<file path="src/rtl/montgomery_precompute.sv">
// Montgomery constant generator: for an odd modulus m computes R mod m, R^2 mod m
// and -m^-1 mod R (R = 2^WORD_WIDTH) with a bit-serial shift/subtract and Hensel lift.
module montgomery_precompute #(
    parameter int WORD_WIDTH = 32
) (
    input  logic                  clk,
    input  logic                  reset,
    input  logic                  enable,
    input  logic [WORD_WIDTH-1:0] m,
    output logic                  busy,
    output logic                  done,
    output logic                  err,
    output logic [WORD_WIDTH-1:0] r_mod_m,
    output logic [WORD_WIDTH-1:0] r2_mod_m,
    output logic [WORD_WIDTH-1:0] m_prime
);
    localparam int CW = $clog2(2 * WORD_WIDTH);
    localparam logic [CW-1:0] LAST_R  = CW'(WORD_WIDTH - 1);
    localparam logic [CW-1:0] LAST_R2 = CW'(2 * WORD_WIDTH - 1);

    typedef enum logic [1:0] {IDLE, RUN, DONE} state_t;

    state_t                state_reg, state_next;
    logic [WORD_WIDTH-1:0] m_reg;
    logic [WORD_WIDTH:0]   v_reg;
    logic [WORD_WIDTH-1:0] y_reg, t_reg;
    logic [CW-1:0]         cnt_reg;

    logic                  m_legal;
    logic [WORD_WIDTH:0]   v_dbl, v_step;
    logic [CW-1:0]         idx;
    logic [WORD_WIDTH-1:0] t_shift, y_step, t_step;

    assign m_legal = m[0] && (m != WORD_WIDTH'(1));
    assign busy    = (state_reg == RUN);
    assign done    = (state_reg == DONE);

    always_ff @(posedge clk or negedge reset) begin
        if (!reset) state_reg <= IDLE;
        else        state_reg <= state_next;
    end

    always_comb begin
        state_next = state_reg;
        case (state_reg)
            IDLE:    if (enable) state_next = m_legal ? RUN : DONE;
            RUN:     if (cnt_reg == LAST_R2) state_next = DONE;
            DONE:    state_next = IDLE;
            default: state_next = IDLE;
        endcase
    end

    // v < m always, so doubling fits in WORD_WIDTH+1 bits and one subtraction reduces it.
    always_comb begin
        v_dbl   = v_reg << 1;
        v_step  = (v_dbl >= {1'b0, m_reg}) ? v_dbl - {1'b0, m_reg} : v_dbl;
        idx     = cnt_reg + CW'(1);
        t_shift = t_reg >> idx;
        y_step  = y_reg;
        t_step  = t_reg;
        // Hensel lift: keep t = m*y mod R and clear bit idx of t by setting bit idx of y.
        if (cnt_reg < LAST_R && t_shift[0]) begin
            y_step = y_reg | (WORD_WIDTH'(1) << idx);
            t_step = t_reg + (m_reg << idx);
        end
    end

    always_ff @(posedge clk or negedge reset) begin
        if (!reset) begin
            m_reg    <= '0;
            v_reg    <= '0;
            y_reg    <= '0;
            t_reg    <= '0;
            cnt_reg  <= '0;
            err      <= 1'b0;
            r_mod_m  <= '0;
            r2_mod_m <= '0;
            m_prime  <= '0;
        end else begin
            case (state_reg)
                IDLE: begin
                    if (enable) begin
                        m_reg <= m;
                        err   <= ~m_legal;
                        if (m_legal) begin
                            v_reg   <= (WORD_WIDTH + 1)'(1);
                            y_reg   <= WORD_WIDTH'(1);
                            t_reg   <= m;
                            cnt_reg <= '0;
                        end else begin
                            r_mod_m  <= '0;
                            r2_mod_m <= '0;
                            m_prime  <= '0;
                        end
                    end
                end
                RUN: begin
                    v_reg   <= v_step;
                    y_reg   <= y_step;
                    t_reg   <= t_step;
                    cnt_reg <= cnt_reg + CW'(1);
                    if (cnt_reg == LAST_R)
                        r_mod_m <= v_step[WORD_WIDTH-1:0];
                    if (cnt_reg == LAST_R2) begin
                        r2_mod_m <= v_step[WORD_WIDTH-1:0];
                        m_prime  <= ~y_reg + WORD_WIDTH'(1);
                    end
                end
                default: ;
            endcase
        end
    end
endmodule
</file>
<file path="config.mk">
export PLATFORM = sky130hd
export DESIGN_NAME = montgomery_precompute
export DESIGN_NICKNAME = d
export VERILOG_FILES = /design/src/rtl/montgomery_precompute.sv
export SDC_FILE = /design/constraint.sdc
export NUM_CORES = 1
export LEC_CHECK = 0
export ABC_AREA = 1
export BUFFER_PORTS_ARGS = -buffer_cell sky130_fd_sc_hd__buf_2
export CAP_MARGIN = 10
export CORE_MARGIN = 1
export CORE_UTILIZATION = 40
export CTS_CLUSTER_DIAMETER = 120
export DETAILED_ROUTE_END_ITERATION = 8
export GPL_TIMING_DRIVEN = 0
export SYNTH_ARGS = -nofsm -noshare
export SYNTH_HDL_FRONTEND = slang
export SYNTH_SLANG_ARGS = --single-unit
</file>
<file path="constraint.sdc">
create_clock -name clk -period 4.9 [get_ports clk]
set_input_delay 0.245 -clock clk [delete_from_list [all_inputs] [get_ports clk]]
set_output_delay 0.245 -clock clk [all_outputs]
set_load 0.02 [all_outputs]
</file>
Word-level counts from Yosys, hierarchy flattened
Index checks and enable logic that the tools add are counted.
{"block": "word_totals", "ff_bits": 233, "latch_bits": 0, "ramBits": 0, "mem_bits_ro": 0, "input_bits": 35, "output_inout_bits": 99, "elab_cells": 70, "n_memories": 0}
{"block": "classes", "add_sub_neg": 4, "n_mul": 0, "div_mod_pow": 0, "n_lt_le_gt_ge": 2, "n_eq_ne": 11, "n_shift": 3, "muxes": 27, "n_bitwise": 3, "reduce_logical": 10}
{"operator": "$mux 32", "count": 14}
{"operator": "$pmux 32 s2", "count": 6}
{"operator": "$ge 33x32->1", "count": 1}
{"operator": "$add 32x1->32 const B", "count": 1}
{"operator": "$add 32x32->32", "count": 1}
{"operator": "$ne 32x1->1 const B", "count": 1}
{"operator": "$not 32->32", "count": 1}
{"operator": "$or 32x32->32", "count": 1}
{"operator": "$shl 1x6->32 const A", "count": 1}
{"operator": "$shl 32x6->32", "count": 1}
{"operator": "$shr 32x6->1", "count": 1}
{"operator": "$sub 32x32->32", "count": 1}
{"operator": "$mux 6", "count": 2}
{"operator": "$pmux 6 s2", "count": 1}
{"operator": "$reduce_and 4->1", "count": 3}
{"operator": "$add 6x1->6 const B", "count": 1}
{"operator": "$eq 6x5->1 const B", "count": 1}
{"operator": "$eq 6x6->1 const B", "count": 1}
{"operator": "$lt 6x5->1 const B", "count": 1}
{"operator": "$mux 2", "count": 3}
{"operator": "$ne 2x1->1 const B", "count": 3}
{"operator": "$ne 2x2->1 const B", "count": 3}
{"operator": "$pmux 2 s2", "count": 1}
{"operator": "$reduce_and 2->1", "count": 2}
{"operator": "other kinds (7)", "count": 8}

Depth between registers and ports, before layout
{"block": "logic_depth", "depth_word": 5, "depth_mapped": 30, "depth_no_buf": 24}

Worst setup path before layout
Ideal clock, no wire load.
{"block": "synth_timing", "path_kind": "register to register", "startpoint": "register cnt_reg[0]", "endpoint": "register t_reg[31]", "setup_time_ns": 0.116, "t_arrival_ns": 3.636, "required_ns": 4.784, "path_slack_ns": 1.148, "path_stages_with_launch": 26, "n_path_buf": 7, "synth_period_minus_slack_ns": 3.752, "path_cell_list": "dfrtp_1 > buf_4 > inv_2 > buf_6 > buf_2 > ha_1 > buf_4 > inv_2 > buf_4 > buf_2 > buf_2 > nand3_1 > nand2_1 > o21ai_0 > o211ai_1 > o21ai_0 > ha_1 > nand2_1 > nor2_1 > nand2_1 > nor4_1 > a21oi_1 > nand3_1 > nand3_1 > nand2_1 > nand2_1"}
{"block": "synth_between", "elab_chain_cells": 5, "elab_cells_between_ends": 10, "classes_between": "add/sub: 2; order compare: 1; eq/ne: 1; shift: 2; mux: 2; reduce/logical: 2"}
{"item": "start: declaration", "line": "27", "rtl": "logic [CW-1:0] cnt_reg;"}
{"item": "start signal: assignment", "line": "101", "rtl": "cnt_reg <= cnt_reg + CW'(1);"}
{"item": "$add 6x1->6", "line": "57", "rtl": "idx = cnt_reg + CW'(1);"}
{"item": "$shl 32x6->32 or $shr 32x6->1 (tied branches)", "line": "64, 58"}
{"item": "$add 32x32->32 or $logic_and 1x1->1 (tied branches)", "line": "64, 62"}
{"item": "$mux 32 or $ne 2x1->1 (tied branches)"}
{"item": "$pmux 32 s2 or $reduce_and 4->1 (tied branches)"}
{"item": "end signal: assignment", "line": "88", "rtl": "t_reg <= m;"}
{"item": "end signal: assignment", "line": "100", "rtl": "t_reg <= t_step;"}
{"item": "end: declaration", "line": "26", "rtl": "logic [WORD_WIDTH-1:0] y_reg, t_reg;"}
Several ways; a longest one is shown, not always the timed one. The select of a mux whose other input is x is not followed.
A chain may end at the register's enable or synchronous reset.

Worst setup path after layout
{"block": "layout_timing", "startpoint": "register cnt_reg[0]", "endpoint": "register t_reg[29]"}
Same word-level chain as after synthesis.

==> flow_summary.ini <==
[outcome]
status = finished, final reports clean

[job]
max_cap_violations = 0

[finish]
layout_common_cells = 910 x nand2_1, 311 x inv_1, 243 x nand3_1
design_area_mm2 = 0.0201
instances_no_fill = 3461
antenna_cells = 0
layout_commonest_cell = nand2_1
nets = 2962
post-route-util_pct = 46.8
syn_to_final_growth_pct = 15.5
layout-drive-gt1-share_pct = 10.6

[detailed_routing]
viasPerCell = 5.48
drc = 0
wl_per_cell_um = 20.1
ant_nets = 0
wirelength_mm = 69.7
first_pass_iters = 6
drt_iter0_markers = 1887
vias = 19000

[worst_setup_path]
cp.required_ns = 5.37
worst-setup-path-type = flop to flop
endpoint_kind = flop
reg2regPathDepth = 24
critPathLaunchType = flop
arrival_ns = 5.18
ff2ff_setup_slack_ns = 0.18
path_max_fanout = 20

[cts]
clk_pin_slew_ns = 0.06
clkLatencyLatePin_ns = 0.58
cts-root-buf = clkbuf_16
htree_levels = 1
cts_tree = yes
cts_buffers = 27
clock_path_buffers = 3
cts.sinks = 233

[global_route]
overflow = 0
grt_max_degree = 96
first_global_vias = 18000
grtUsageTotal_pct = 31.4
antenna_found_initial = 0
grt_pass1_wl_mm = 106

[sta]
rsz0062_at_grt = no
fin_skew_ns = 0.0166
maxSlewViolCount = 0
setup_violations = 0
min_period_ns = 4.72
hold_viol_final = 0
fmax_mhz = 212
tightest_slew_ns = 1.21
min_period_over_period_pct = 96.2
slew_headroom_pct = 19.4
tns_ns = 0

[floorplanning]
fp.coreArea_mm2 = 0.0430
rows = 76
die_height_um = 211
initial_core_util_pct = 40.5
die_w_um = 211
io_pins = 134
dieArea_mm2 = 0.0443

[yosys]
syn_area_mm2 = 0.0174
yosys_warnings = 0
yosys_register_bits = 233
synthFlopType = dfrtp_1
synth_edf_count = 0
synthArstFlopShare_pct = 100
syn_avg_cell_area_um2 = 6.51
synth_cell_types = 50
synthCells = 2675
syn_nets = 2781
synth-seq-area-share_pct = 33.5

[min_path]
hold_class = input pin to flop
hold_depth = 3

[place]
placed_cell_area_mm2 = 0.0189
io_buffers = 133
place_congestion = 0.991
dp.cells = 3395
dp_hpwl_mm = 55.9
-- worst max-delay path, stage by stage (launching register included) --
cell and delay (ns):
dfrtp_1 0.42, buf_4 0.23, inv_4 0.09, buf_12 0.17
ha_1 0.29, buf_4 0.20, inv_2 0.14, buf_6 0.19
nand3_1 0.13, nand3_1 0.09, o21ai_0 0.17, o21ai_0 0.55
o21ai_0 0.30, ha_1 0.42, nand2_1 0.12, nor2_1 0.27
nand2_1 0.13, nor3_1 0.15, nand2_1 0.15, nand2_1 0.10
nand2_1 0.05, nand3_1 0.06, nand2_1 0.07, nand2_1 0.06
nand2_1 0.05
-- cells in the mapped netlist, drive strengths merged, types with 8 or more instances --
master,n,share of area [%]
a21oi,111,3.3
a31oi,9,0.32
buf,64,2.3
clkbuf,47,1.0
dfrtp,233,34
ha,69,5.0
inv,316,6.8
nand2,924,20
nand3,244,7.0
nand3b,15,0.65
nand4,84,3.0
nor2,182,4.0
nor3,36,1.1
nor4,8,0.29
o211ai,11,0.47
o21ai,245,7.5
o21bai,9,0.39
o22ai,10,0.36
o31ai,9,0.39
xnor2,18,0.91
xor2,11,0.55
-- metrics by stage --
| step | hold WS, ns | worst slack, ns |
|---|---|---|
| final | 0.0263 | 0.185 |
| after CTS | 0.00513 | 0.000297 |
| after global placement | 0.453 | -0.679 |
| after global routing | 0.0329 | 0.00955 |
| after detailed placement | 0.260 | -0.331 |
| after floorplan | -0.0506 | 1.15 |
-- final cells by class --
type                       count  area, µm²
buffer                       110        603
clock buffer                  38        777
clock inverter                11        175
fill                        4641      22900
inverter                     318       1200
multi-input combinational   2013       9880
sequential                   233       5830
tap                          585        732
timing repair buffer         153        903
-- routing by layer --
layer	track usage (%)	part of all wire, %
met2	45.7	41
met3	6.14	8.2
met5	0	0
met4	11.5	3.9
met1	45.8	47
-- cells by family after synthesis --
group | count (synthesis) | synth area share (%)
AND/OR/NAND/NOR | 1501 | 36.5
buffers and inverters | 429 | 10.2
AO/OA/AOI/OAI | 409 | 12.9
flip-flops | 233 | 33.5
adder cells (fa/ha/maj) | 71 | 5.19
XOR/XNOR | 29 | 1.46
multiplexers | 3 | 0.173
-- path summary, 6_finish.rpt --
| path | startpoint | end |
|---|---|---|
| max in group asynchronous | reset | r2_mod_m[11] |
| setup / recovery | cnt_reg[0] | t_reg[29] |
| hold / removal | m[18] | m_reg[18] |
| setup reg to reg | cnt_reg[0] | t_reg[29] |
| min in group asynchronous | reset | m_prime[7] |
| hold reg to reg | r_mod_m[19] | r_mod_m[19] |
-- repair_timing --
action | in CTS | in global routing
buffers inserted | 0 | 3
setup endpoints to repair | 16 | 23
hold endpoints to repair | 86 | 0
pin swaps | 0 | 7
hold buffers | 15 | 0
gates resized for setup | 4 | 44
Power is left out: the tool's default activity adds up to more than one toggle a clock period on the data nets, which glitch-free logic cannot reach.
